==> src/rtl/lsu_mem_stage.sv <==
// lsu_mem_stage: RV32I MEM-stage load/store unit driving a req/gnt/rvalid data bus.
// Define LSU_MISALIGN_TRAP_EN to fault misaligned accesses instead of forcing alignment.
module lsu_mem_stage #(
    parameter int DATA_WIDTH = 32
) (
    input  logic                  clk,
    input  logic                  rst_n,
    input  logic                  ex_valid_i,
    input  logic                  ex_mem_read_i,
    input  logic                  ex_mem_write_i,
    input  logic [2:0]            ex_funct3_i,
    input  logic [DATA_WIDTH-1:0] ex_addr_i,
    input  logic [DATA_WIDTH-1:0] ex_store_data_i,
    input  logic                  flush_i,
    output logic                  stall_o,
    output logic                  done_o,
    output logic                  err_o,
    output logic [DATA_WIDTH-1:0] load_data_o,
    output logic                  dmem_req_o,
    output logic                  dmem_we_o,
    output logic [DATA_WIDTH-1:0] dmem_addr_o,
    output logic [3:0]            dmem_be_o,
    output logic [DATA_WIDTH-1:0] dmem_wdata_o,
    input  logic                  dmem_gnt_i,
    input  logic                  dmem_rvalid_i,
    input  logic [DATA_WIDTH-1:0] dmem_rdata_i
);

    localparam logic [2:0] FUNCT3_LB  = 3'b000;
    localparam logic [2:0] FUNCT3_LH  = 3'b001;
    localparam logic [2:0] FUNCT3_LBU = 3'b100;
    localparam logic [2:0] FUNCT3_LHU = 3'b101;

    typedef enum logic [1:0] {
        IDLE,
        REQ,
        WAIT,
        DONE
    } state_e;

    state_e                state_q, state_d;
    logic                  kill_q, kill_d;
    logic                  is_load_q;
    logic [2:0]            funct3_q;
    logic [1:0]            off_q;
    logic                  req_q, we_q, done_q, err_q;
    logic                  done_d, err_d;
    logic [DATA_WIDTH-1:0] addr_q, wdata_q, ldata_q;
    logic [3:0]            be_q;

    logic                  accept;
    logic                  illegal;
    logic                  fault;
    logic [1:0]            size;
    logic [1:0]            off_eff;
    logic [3:0]            be_d;
    logic [DATA_WIDTH-1:0] wdata_d;
    logic [15:0]           shifted;
    logic [DATA_WIDTH-1:0] ldata_d;

    assign accept = (state_q == IDLE) && ex_valid_i && (ex_mem_read_i || ex_mem_write_i) && !flush_i;

    // funct3[1:0] encodes access size for both loads and stores (0=byte, 1=half, 2=word).
    always_comb begin
        illegal = 1'b0;
        if (ex_mem_read_i && ex_mem_write_i) begin
            illegal = 1'b1;
        end else if (ex_mem_read_i) begin
            illegal = (ex_funct3_i[1:0] == 2'b11);
        end else begin
            illegal = (ex_funct3_i >= 3'b011);
        end
        size = ex_funct3_i[1:0];
        case (size)
            2'b00:   off_eff = ex_addr_i[1:0];
            2'b01:   off_eff = {ex_addr_i[1], 1'b0};
            default: off_eff = 2'b00;
        endcase
    end

`ifdef LSU_MISALIGN_TRAP_EN
    logic misalign;

    always_comb begin
        case (size)
            2'b01:   misalign = ex_addr_i[0];
            2'b10:   misalign = |ex_addr_i[1:0];
            default: misalign = 1'b0;
        endcase
    end

    assign fault = illegal | misalign;
`else
    assign fault = illegal;
`endif

    always_comb begin
        case (size)
            2'b00: begin
                be_d    = 4'b0001 << off_eff;
                wdata_d = {(DATA_WIDTH/8){ex_store_data_i[7:0]}};
            end
            2'b01: begin
                be_d    = off_eff[1] ? 4'b1100 : 4'b0011;
                wdata_d = {(DATA_WIDTH/16){ex_store_data_i[15:0]}};
            end
            default: begin
                be_d    = 4'b1111;
                wdata_d = ex_store_data_i;
            end
        endcase
    end

    always_comb begin
        shifted = 16'(dmem_rdata_i >> {off_q, 3'b000});
        case (funct3_q)
            FUNCT3_LB:  ldata_d = {{(DATA_WIDTH-8){shifted[7]}}, shifted[7:0]};
            FUNCT3_LH:  ldata_d = {{(DATA_WIDTH-16){shifted[15]}}, shifted};
            FUNCT3_LBU: ldata_d = {{(DATA_WIDTH-8){1'b0}}, shifted[7:0]};
            FUNCT3_LHU: ldata_d = {{(DATA_WIDTH-16){1'b0}}, shifted};
            default:    ldata_d = dmem_rdata_i;
        endcase
    end

    // A grant wins over a same-cycle flush; a flush in WAIT is remembered until rvalid drains.
    always_comb begin
        state_d = state_q;
        kill_d  = kill_q;
        err_d   = 1'b0;
        case (state_q)
            IDLE: begin
                kill_d = 1'b0;
                if (accept) begin
                    state_d = fault ? DONE : REQ;
                    err_d   = fault;
                end
            end
            REQ: begin
                if (dmem_gnt_i) begin
                    state_d = is_load_q ? WAIT : DONE;
                end else if (flush_i) begin
                    state_d = IDLE;
                end
            end
            WAIT: begin
                if (flush_i) begin
                    kill_d = 1'b1;
                end
                if (dmem_rvalid_i) begin
                    state_d = (kill_q || flush_i) ? IDLE : DONE;
                    kill_d  = 1'b0;
                end
            end
            default: state_d = IDLE;
        endcase
        done_d = (state_d == DONE);
    end

    always_ff @(posedge clk or negedge rst_n) begin
        if (!rst_n) begin
            state_q   <= IDLE;
            kill_q    <= 1'b0;
            is_load_q <= 1'b0;
            funct3_q  <= '0;
            off_q     <= '0;
            req_q     <= 1'b0;
            we_q      <= 1'b0;
            done_q    <= 1'b0;
            err_q     <= 1'b0;
            addr_q    <= '0;
            wdata_q   <= '0;
            be_q      <= '0;
            ldata_q   <= '0;
        end else begin
            state_q <= state_d;
            kill_q  <= kill_d;
            req_q   <= (state_d == REQ);
            done_q  <= done_d;
            err_q   <= err_d;
            if (accept && !fault) begin
                is_load_q <= ex_mem_read_i;
                funct3_q  <= ex_funct3_i;
                off_q     <= off_eff;
                we_q      <= ex_mem_write_i;
                addr_q    <= {ex_addr_i[DATA_WIDTH-1:2], 2'b00};
                be_q      <= be_d;
                wdata_q   <= wdata_d;
            end
            if ((state_q == WAIT) && dmem_rvalid_i && !kill_q && !flush_i) begin
                ldata_q <= ldata_d;
            end
        end
    end

    assign stall_o      = accept || (state_q == REQ) || (state_q == WAIT);
    assign done_o       = done_q;
    assign err_o        = err_q;
    assign load_data_o  = ldata_q;
    assign dmem_req_o   = req_q;
    assign dmem_we_o    = we_q;
    assign dmem_addr_o  = addr_q;
    assign dmem_be_o    = be_q;
    assign dmem_wdata_o = wdata_q;

endmodule
==> config.mk <==
export PLATFORM = sky130hd
export DESIGN_NAME = lsu_mem_stage
export DESIGN_NICKNAME = d
export VERILOG_FILES = /design/src/rtl/lsu_mem_stage.sv
export SDC_FILE = /design/constraint.sdc
export NUM_CORES = 1
export LEC_CHECK = 0
export ABC_CLOCK_PERIOD_IN_PS = 2700
export BUFFER_PORTS_ARGS = -buffer_cell sky130_fd_sc_hd__buf_2
export CAP_MARGIN = 20
export CORE_MARGIN = 3
export CORE_UTILIZATION = 48
export CTS_CLUSTER_SIZE = 40
export DETAILED_ROUTE_END_ITERATION = 7
export PLACE_DENSITY = 0.8
export SYNTH_ARGS = -nofsm -noshare
export SYNTH_HDL_FRONTEND = slang
export SYNTH_SLANG_ARGS = --single-unit
==> constraint.sdc <==
create_clock -name clk -period 2.7 [get_ports clk]
set_input_delay 0.405 -clock clk [delete_from_list [all_inputs] [get_ports clk]]
set_output_delay 0.405 -clock clk [all_outputs]
set_load 0.005 [all_outputs]
# ---- Word level (Yosys, flattened, before mapping)
# Index checks and enable logic that the tools add are counted.
dict set report totals {
  mem_bits_ro 0
  mem_bits_rw 0
  latchBits 0
  memories 0
  out_inout_bits 105
  in_bits 107
  ff_bits 111
  word_cells 66
}
dict set report op_classes {
  shift 2
  eq_ne 10
  div_mod_pow 0
  n_addsub 0
  reduce_logical 20
  n_lt_le_gt_ge 1
  mul 0
  muxes 20
  bitwise 0
}
# operator n
set op_table {}
lappend op_table {{$pmux 32 s4} 1}
lappend op_table {{$pmux 32 s2} 1}
lappend op_table {{$shr 32x5->16} 1}
lappend op_table {{$mux 2} 6}
lappend op_table {{$logic_and 1x1->1} 8}
lappend op_table {{$pmux 4 s2} 1}
lappend op_table {{$mux 1} 7}
lappend op_table {{$eq 2x1->1 const B} 3}
lappend op_table {{$eq 2x2->1 const B} 3}
lappend op_table {{$eq 3x3->1 const B} 2}
lappend op_table {{$pmux 2 s3} 1}
lappend op_table {{$logic_not 2->1} 2}
lappend op_table {{$logic_or 1x1->1} 4}
lappend op_table {{$mux 4} 1}
lappend op_table {{$pmux 2 s2} 1}
lappend op_table {{$shl 1x2->4 const A} 1}
lappend op_table {{$eq 3x1->1 const B} 1}
lappend op_table {{$ge 3x2->1 const B} 1}
lappend op_table {{$logic_not 1->1} 3}
lappend op_table {{$logic_not 3->1} 1}
lappend op_table {{$ne 3x3->1 const B} 1}
lappend op_table {{$pmux 1 s2} 1}
lappend op_table {{$reduce_and 2->1} 1}
lappend op_table {{$reduce_bool 2->1} 1}

# ---- Logic depth before layout (Yosys ltp)
# Gate-level depths: netlist of the first run.
dict set report depth {
  word_depth 7
  mapped_depth 8
  mapped_depth_nobuf 4
}

# ---- Least setup slack after synthesis of the first run
# No wires, ideal clock.
dict set report synth_timing {
  path_type {register to register}
  from {register state_q[0]}
  to {register addr_q[25], in the netlist dmem_addr_o[25]}
  path_buffers 3
  arrival_ns 1.789
  slack_ns 0.786
  path_stages_with_launch 7
  cell_sequence {dfrtp_1 or4b_4 nand4bb_1 buf_2 buf_6 buf_6 mux2_4}
}
dict set report synth_via {
  elab_chain_len 5
}
# item line
set synth_lines {}
lappend synth_lines {{start: declaration} 41} ;# state_e state_q, state_d;
lappend synth_lines {{start signal: assignment} 175} ;# state_q <= state_d;
lappend synth_lines {{$logic_not 2->1} 61} ;# assign accept = (state_q == IDLE) && ex_valid_i && (ex_mem_read_i || ex_mem_write_i) && !flush_i;
lappend synth_lines {{$logic_and 1x1->1 (3 in series)} 61}
lappend synth_lines {{$logic_and 1x1->1} 180} ;# if (accept && !fault) begin
lappend synth_lines {{end signal: assignment} 185} ;# addr_q <= {ex_addr_i[DATA_WIDTH-1:2], 2'b00};
lappend synth_lines {{end: declaration} 48} ;# logic [DATA_WIDTH-1:0] addr_q, wdata_q, ldata_q;
# Every way passes these cells.
# A chain may end at the register's enable or synchronous reset.

# ---- Worst setup path in the final report of the first run
dict set report layout_timing {
  from {register state_q[0]}
  to {output stall_o}
}
dict set report layout_via {
  elab_chain_len 6
  word_cells_on_any_way 8
}
# item line
set layout_lines {}
lappend layout_lines {{$logic_not 2->1} 61}
lappend layout_lines {{$logic_and 1x1->1 (3 in series)} 61}
lappend layout_lines {{$logic_or 1x1->1} 195} ;# assign stall_o = accept || (state_q == REQ) || (state_q == WAIT);
lappend layout_lines {{$logic_or 1x1->1 (*)} 195}
lappend layout_lines {{end: declaration} 15} ;# output logic stall_o,
# Mark *: on every way between the ends. The rest lies on a longest branch, timed or not.

==> results.ini, run 1 <==
[cts]
tritoncts = built
clkTransAtPathRegs_ns = 0.11
htreeDepth = 3
cts_buffers = 9
clock_path_buffers = 2
numClockSinks = 111
clock_latency_ns = 0.37
cts.repair.resized = 0
postCtsSetupBuffers = 0
cts_root_buf = clkbuf_8

[hold_path]
min-delay-start = ex_addr_i[31]
min_path_type = in -> reg

[floorplanning]
rows = 37
fp.coreArea_um2 = 10300
die_w_um = 109
die_area_um2 = 11900
die_y_um = 109
initial_core_util_pct = 49.5
io_pins = 212

[logic_synthesis]
yosys.area_share.adder_pct = 0
syn_area_um2 = 5110
avgSynthCellArea_um2 = 10.4
synth_compound_area_share_pct = 14.3
ys_seq_area_share_pct = 54.4
synth_top_family_by_area = multiplexers
netlist_instances = 489
ys.flop_type = dfrtp_1
synth_edf_count = 0
ys_warn_count = 0
synthSimpleGateAreaFrac_pct = 11.1
synth_xor_area_share_pct = 0
ys_seq_elements = 111
synth_mux_area_share_pct = 16.5
synthArstFlopShare_pct = 100
yosys.cell_types.count = 33

[sta]
tns_ns = 0
fmax_mhz = 458
fin_crit_sh_pct = 80.9
slew_viol_final = 0
hold_viol = 0
setup_violations = 0
fin_crit_ns = 2.18
worstMarginPinSlew_ns = 0.631
rsz0062_at_grt = false
fin_skew_ns = 0.0138
max_slew_margin_pct = 57.8

[final_layout]
final_cell_mix = buf_2 (208), dfrtp_1 (111), o21ai_0 (61)
drive_above_1_share_pct = 40.7
fillCellCount = 846
num_antenna_cells = 0
num-nets-final = 798
finalInstanceArea_um2 = 6500
layout_commonest_cell = buf_2
fin_util_pct = 63.0
area_growth_pct = 27.3

[power]
p_clk_share_pct = 14.6
p_int_w = 0.00411
power_leakage_nw = 3.33
pwr-share-comb_pct = 39.6
ir_drop_uv = 508
p_switching_w = 0.00233
p_total_w = 0.00643
p_seq_share_pct = 45.8
switching_share_pct = 36.2
p_per_area_nw_per_um2 = 989

[setup_path]
worstSetupPathType = reg -> out
slowest_delay_ns = 0.58
worstPathArrival_ns = 1.78
path_max_fanout = 4
crit_start = state_q[0]
cpLargestDelayFamily = simple AND/OR/NAND/NOR gates
path_cells = or4b_4 -> nor2_1 -> or3_1 -> buf_2
path_buf_inv = 1
cp-end-kind = primary output
critPathLaunchType = register
cp_slowest_cell = or4b_4
required_ns = 2.30
regToRegStartpoint = state_q[0]

[grt]
grt_pass1_vias = 4364
grt_pass1_wl_mm = 21.8
grt.overflow.total = 0
grtUsageTotal_pct = 23.6
grt_max_degree = 70
antenna_found_initial = 1

[detailed_routing]
dr.pass1.iters = 5
drc = 0
vias = 4485
drtAntennaViolNets = 0
routed_wl_mm = 14.1
drt-wirelength-per-cell_um = 17.0
viasPerCell = 5.39
first_iter_violations = 329

[status]
status = finished, final reports clean

[placed_design]
numPortBuffers = 209
dpl_cell_area_um2 = 6310
place_congestion = 0.882
dp_hpwl_mm = 10.6

[job]
drv_cap = 0

-- power groups by stage --
stage / Combinational, W / Clock [W] / Sequential, W
final: 0.00255 / 0.000938 / 0.00295
after global routing: 0.00285 / 0.00103 / 0.00305
after CTS: 0.00257 / 0.000968 / 0.00295
after detailed placement: 0.00257 / 0 / 0.00296
after global placement: 0.00248 / 0 / 0.00292
after floorplan: 0.00129 / 0 / 0.00294
-- flip-flops by register name (all words and copies together), names as in the netlist --
signal	count
dmem_wdata_o	32
load_data_o	32
dmem_addr_o	30
dmem_be_o	4
funct3_q	3
off_q	2
state_q	2
dmem_req_o	1
dmem_we_o	1
done_o	1
err_o	1
is_load_q	1
kill_q	1
-- final cells by class --
| type | instances | area (um^2) | area share, % |
|---|---|---|---|
| Sequential cell | 111 | 2780 | 42.7 |
| Tap cell | 136 | 170 | 2.62 |
| Clock buffer | 11 | 141 | 2.17 |
| Clock inverter | 5 | 40.0 | 0.616 |
| Multi-Input combinational cell | 338 | 2170 | 33.3 |
| Timing Repair Buffer | 225 | 1180 | 18.2 |
| Inverter | 6 | 22.5 | 0.346 |
-- cells in the mapped netlist (3+ instances only) --
master / count / share of area, %
a211oi_1: 3 / 0.44
a21oi_1: 33 / 3.2
a22oi_1: 8 / 1.2
and2_1: 6 / 0.74
buf_2: 5 / 0.49
clkbuf_1: 25 / 1.8
dfrtp_1: 111 / 54
inv_1: 6 / 0.44
mux2_2: 35 / 7.7
mux2_4: 6 / 1.8
mux2i_1: 36 / 7.1
nand2_1: 59 / 4.3
nand2b_1: 10 / 1.2
nor2_1: 41 / 3.0
nor2b_1: 4 / 0.49
o21ai_0: 61 / 6.0
o22ai_1: 20 / 2.4
-- logic make-up after synthesis --
| group | count (synthesis) |
|---|---|
| buf+inv | 41 |
| compound gates | 131 |
| simple gates | 128 |
| mux | 77 |
| flops | 111 |
| other cells | 1 |
-- worst reg2reg max path, delay by kind of cell (launching register included) --
kind / cells / cell delay [ns]
buf+inv: 1 / 0.32
mux: 1 / 0.37
flops: 1 / 0.43
simple gates: 2 / 0.79
-- through the flow --
stage	worst slack [ns]	hold slack (ns)	std cells
final	0.515	0.263	832
after global routing	0.460	0.245	832
after CTS	0.489	0.239	832
after detailed placement	0.608	0.341	815
after global placement	0.635	0.338	815
after floorplan	0.786	0.109	490
-- worst paths after layout --
kind                                   end  slack [ns]  cells after the start
setup / recovery                   stall_o        0.52                      4
max in group asynchronous   dmem_addr_o[6]        1.55                      3
min in group asynchronous   load_data_o[2]        0.49                      2
setup reg to reg           dmem_wdata_o[7]        0.69                      4
hold / removal             dmem_addr_o[31]        0.26                      2
hold reg to reg               dmem_be_o[0]        0.49                      2
-- repair_timing --
item,in CTS,in global routing
hold endpoints to repair,24,0
setup endpoints to repair,0,0
hold buffers,1,0
-- layer usage --
metal / vias up / track usage (%) / part of all wire (%)
met4: 2 / 9.74 / 2.4
met2: 231 / 38.1 / 48
met1: 2121 / 29.6 / 39
li1: 2107 / - / -
met5: - / 0 / 0.078
met3: 24 / 6.93 / 11
Power figures use the tool's default switching activity.
==> inputs of run 2 (changes only) <==
ABC_AREA = 1   (was default)
ABC_CLOCK_PERIOD_IN_PS = 1950   (was 2700)
CORE_UTILIZATION = 45   (was 48)
PLACE_DENSITY = 0.77   (was 0.8)
clock period = 1.95 ns   (was 2.7 ns; I/O delays follow)
==> run 2 against run 1 <==
  * Utilization fell by 3.0 points
  * Clock skew decreased by 0.0039 ns
  * Critical path depth up 1
  * Area after synthesis rose by 9.0%
  * Critical path type is now reg -> reg
  * Largest power group unchanged
==> results.ini, run 2 <==
[logic_synthesis]
yosys-top-cells-count = nand2_1 (270), dfrtp_1 (111), inv_1 (74), nand3_1 (68), o21ai_0 (50)
netlist_instances = 746
synth_edf_count = 0
ys_warn_count = 0
syn_area_um2 = 5570
avgSynthCellArea_um2 = 7.46
yosys.cell_types.count = 26
ys_seq_elements = 111
synth_area_leaders = dfrtp_1 (50%), nand2_1 (18%), nand3_1 (6.1%), inv_1 (5.0%), o21ai_0 (4.5%)
ys.flop_type = dfrtp_1
synthArstFlopShare_pct = 100
ys_seq_area_share_pct = 49.9
synth_top_area_share_pct = 49.9
synth.most_common_cell = nand2_1
synth_top_area_cell = dfrtp_1

[setup_path]
reg2regPathDepth = 5
worstPathArrival_ns = 1.95
required_ns = 2.19
path_max_fanout = 11
critPathLaunchType = register
worstSetupPathType = reg -> reg
crit_start = funct3_q[1]
cp-end-kind = register
regToRegStartpoint = funct3_q[1]
r2r_setup_slack_ns = 0.24
rr_endpoint = load_data_o[3]

[sta]
setup_violations = 0
slew_viol_final = 0
max_slew_margin_pct = 55.4
fin_crit_ns = 1.71
fin_crit_sh_pct = 87.5
fin_skew_ns = 0.00998
worstMarginPinSlew_ns = 0.664
tns_ns = 0
hold_viol = 0
rsz0062_at_grt = false
worst_slack_ns = 0.244
fmax_mhz = 586

[floorplanning]
io_pins = 212
rows = 39
die_w_um = 117
fp.coreArea_um2 = 11800
initial_core_util_pct = 47.3
die_area_um2 = 13700
die_y_um = 117

[power]
p_total_w = 0.00952
p_per_area_nw_per_um2 = 1350
power_leakage_nw = 4.19
ir_drop_uv = 673

[cts]
clock_path_buffers = 2
cts.repair.resized = 0
clkTransAtPathRegs_ns = 0.08
holdBufCountCts = 1
htreeDepth = 3
clock_latency_ns = 0.35
cts_buffers = 9
cts_root_buf = clkbuf_16
numClockSinks = 111
postCtsSetupBuffers = 0
tritoncts = built

[grt]
grt_pass1_vias = 5006
grt_max_degree = 71
grtUsageTotal_pct = 22.0
grt_pass1_wl_mm = 23.8
grt.overflow.total = 0
antenna_found_initial = 0

[job]
drv_cap = 0

[hold_path]
hold_depth = 3
min_path_type = in -> reg
min-delay-start = ex_addr_i[16]
hold_end = dmem_addr_o[16]

[detailed_routing]
viasPerCell = 4.94
routed_wl_mm = 15.3
drt-wirelength-per-cell_um = 13.8
drc = 0
drtAntennaViolNets = 0
dr.pass1.iters = 5
first_iter_violations = 332
vias = 5476

[placed_design]
place_inst = 1091
numPortBuffers = 209
pre_cts_slack_ns = 0.290
place_congestion = 0.875
dp_hpwl_mm = 11.3

[final_layout]
fillCellCount = 1121
instances_no_fill = 1108
final_cell_mix = nand2_1 (270), buf_2 (208), dfrtp_1 (111)
layout_commonest_cell = nand2_1
seqCellArea_um2 = 2780
drive_above_1_share_pct = 28.4
num_antenna_cells = 0
multi_input_area_um2 = 2280
num-nets-final = 1046
area_growth_pct = 26.8

[status]
status = finished, final reports clean

[run 2: how the worst max path moves through the flow]
stage / to / slack (ns) / depth (start not counted)
3_5_place_dp: load_data_o[13] / 0.29 / 7
6_report: load_data_o[3] / 0.24 / 5
5_1_grt: load_data_o[18] / 0.04 / 7
3_3_place_gp: load_data_o[12] / 0.35 / 7
2_1_floorplan: funct3_q[1] / 0.56 / 10
4_1_cts: load_data_o[13] / 0.28 / 7
[run 2: cells by family after synthesis]
| kind of cell | count (synthesis) | synth area share, % |
|---|---|---|
| compound gates | 113 | 10.7 |
| simple gates | 401 | 30.0 |
| other cells | 1 | 0.0674 |
| flops | 111 | 49.9 |
| buf+inv | 120 | 9.31 |
[run 2: critical path, cell delays in order, from the launching register on]
cell	delay [ns]
dfrtp_1	0.52
clkinv_1	0.33
o21ai_1	0.46
a21oi_1	0.15
nand2_1	0.09
nand2_1	0.05
[run 2: per-layer routing]
layer,track usage [%],vias to the layer above,part of all wire (%)
met1,29.3,2501,42
met3,6.02,25,8.6
met2,35.1,242,48
li1,-,2708,-
met5,0,-,0
met4,7.11,0,1.6
[run 2: per-stage QoR]
stage / area (um^2) / hold WS (ns) / utilization, %
detailed placement: 6760 / 0.239 / 57.4
finish: 7060 / 0.162 / 60.0
global placement: 6760 / 0.240 / 57.4
floorplan: 5570 / -0.00309 / -
global route: 7060 / 0.161 / 60.0
CTS: 7060 / 0.153 / 60.0
[run 2: area by class of cell]
type,instances,area share (%)
Clock inverter,7,0.957
Multi-Input combinational cell,516,32.4
Clock buffer,9,3.19
Sequential cell,111,39.4
Timing Repair Buffer,223,17.1
Tap cell,164,2.91
Inverter,78,4.15
[run 2: where the power goes]
group	total (W)	switching, W	internal (W)
logic	0.00377	0.00211	0.00166
registers	0.00395	0.000606	0.00335
clock network	0.00180	0.000905	0.000895
total	0.00952	0.00362	0.00590
==> inputs of run 3 (changes only) <==
CAP_MARGIN = 5   (was 20)
PLACE_DENSITY = 0.82   (was 0.77)
==> run 3 against run 2 <==
  * Cell count grew 0.18%
  * Sequential power about the same
  * Wire length down 0.30%
  * Non-clock buffer count up 2
  * Hold slack worse by 0.0096 ns
  * Via count rose by 0.31%
  * Largest power group unchanged
==> results.ini, run 3 (synthesis results as in run 2) <==
[status]
status = finished, final reports clean

[hold_path]
min_path_type = in -> reg
min-delay-start = ex_addr_i[18]
hold_depth = 3
hold_end = dmem_addr_o[18]

[final_layout]
num-nets-final = 1048
fillCellCount = 1062
num_antenna_cells = 0
drive_above_1_share_pct = 28.5
layout_commonest_cell = nand2_1
area_growth_pct = 27.3
finalInstanceArea_um2 = 7090
final_cell_mix = nand2_1 (270), buf_2 (208), dfrtp_1 (111)

[detailed_routing]
drtAntennaViolNets = 0
drc = 0
first_iter_violations = 366
drt-wirelength-per-cell_um = 13.8
routed_wl_mm = 15.3
dr.pass1.iters = 5
vias = 5493
viasPerCell = 4.95

[grt]
grt.overflow.total = 0
grt_pass1_vias = 4959
grt_pass1_wl_mm = 23.8
antenna_found_initial = 0
grtUsageTotal_pct = 22.1
grt_max_degree = 65

[floorplanning]
rows = 39
die_w_um = 117
die_y_um = 117
initial_core_util_pct = 47.3
fp.coreArea_um2 = 11800
die_area_um2 = 13700
io_pins = 212

[setup_path]
worstPathArrival_ns = 1.98
cp-end-kind = register
cp_slowest_cell = nand3_2
crit_path_frequent_cell = nand2_1
path_buf_inv = 1
cpLargestDelayFamily = simple AND/OR/NAND/NOR gates
required_ns = 2.24
r2r_setup_slack_ns = 0.25
reg2regPathDepth = 7
worstSetupPathType = reg -> reg
regToRegStartpoint = off_q[0]
critPathLaunchType = register
rr_endpoint = load_data_o[15]
slowest_delay_ns = 0.43
path_cells = buf_4 -> nand2_1 -> nand3_1 -> nand3_2 -> nand3_1 -> nand2_1 -> nand2_1
path_max_fanout = 28

[sta]
slew_viol_final = 0
rsz0062_at_grt = false
max_slew_margin_pct = 54.5
fin_skew_ns = 0.00958
setup_violations = 0
fmax_mhz = 590
fin_crit_ns = 1.70
hold_viol = 0
tns_ns = 0
fin_crit_sh_pct = 87.0
worstMarginPinSlew_ns = 0.678

[job]
drv_cap = 0

[power]
p_clk_share_pct = 19.5
power_leakage_nw = 4.21
pwr-share-comb_pct = 39.4
p_int_w = 0.00595
p_seq_share_pct = 41.1
p_per_area_nw_per_um2 = 1360
switching_share_pct = 38.2
p_switching_w = 0.00368
ir_drop_uv = 786

[cts]
cts_root_buf = clkbuf_16
cts.repair.resized = 0
cts_buffers = 9
clock_latency_ns = 0.36
numClockSinks = 111
postCtsSetupBuffers = 0
htreeDepth = 3
clock_path_buffers = 2
tritoncts = built
clkTransAtPathRegs_ns = 0.08

[placed_design]
place_congestion = 0.882
dp_hpwl_mm = 11.3
numPortBuffers = 209
dpl_cell_area_um2 = 6770

## run 3: worst reg2reg max path, delay by kind of cell (launching register included)
family                 cells  cell delay [ns]
and+or+nand+nor            6             1.02
DFF                        1             0.35
buffers and inverters      1             0.27
## run 3: power groups by stage
| stage | sequential [W] | clock, W | combinational, W |
|---|---|---|---|
| floorplan | 0.00399 | 0 | 0.00208 |
| global placement | 0.00397 | 0 | 0.00372 |
| detailed placement | 0.00397 | 0 | 0.00383 |
| CTS | 0.00397 | 0.00190 | 0.00384 |
| global route | 0.00409 | 0.00201 | 0.00435 |
| finish | 0.00396 | 0.00188 | 0.00380 |
## run 3: metrics by stage
stage | std cells | power (W) | util, % | hold WS, ns | setup slack (ns)
6_report | 1110 | 0.00963 | 60.3 | 0.152 | 0.254
5_1_grt | 1110 | 0.0104 | 60.3 | 0.145 | 0.0472
4_1_cts | 1110 | 0.00971 | 60.3 | 0.143 | 0.268
3_5_place_dp | 1093 | 0.00780 | 57.6 | 0.315 | 0.282
3_3_place_gp | 1093 | 0.00769 | 57.6 | 0.318 | 0.340
2_1_floorplan | 747 | 0.00607 | - | -0.00309 | 0.565
## run 3: timing repair
item | 4_1_cts | 5_1_grt
setup endpoints to repair | 0 | 0
hold buffers | 1 | 0
endpoints found under the hold margin | 111 | 0
## run 3: cell type report
class | count | area (um^2) | area share, %
clock inverters | 7 | 81.3 | 1.15
well taps | 164 | 205 | 2.90
inverters | 78 | 293 | 4.13
clock buffers | 9 | 225 | 3.18
flip-flops and latches | 111 | 2780 | 39.2
repair buffers | 225 | 1220 | 17.2
multi-input cells | 516 | 2280 | 32.2
## run 3: how the worst max path moves through the flow
stage / endpoint / start / slack, ns / cells after the start
floorplan: funct3_q[1] / state_q[0] / 0.56 / 10
global route: load_data_o[23] / off_q[0] / 0.05 / 7
global placement: load_data_o[10] / off_q[0] / 0.34 / 7
CTS: load_data_o[15] / off_q[0] / 0.27 / 7
finish: load_data_o[15] / off_q[0] / 0.25 / 7
detailed placement: load_data_o[10] / off_q[0] / 0.28 / 7
## run 3: metal layers
layer	up-vias	GRT usage [%]	wire [um]
met5	-	0	0
met1	2497	28.4	6210
met3	21	5.30	1440
li1	2722	-	-
met4	0	8.56	275
met2	253	36.1	7350
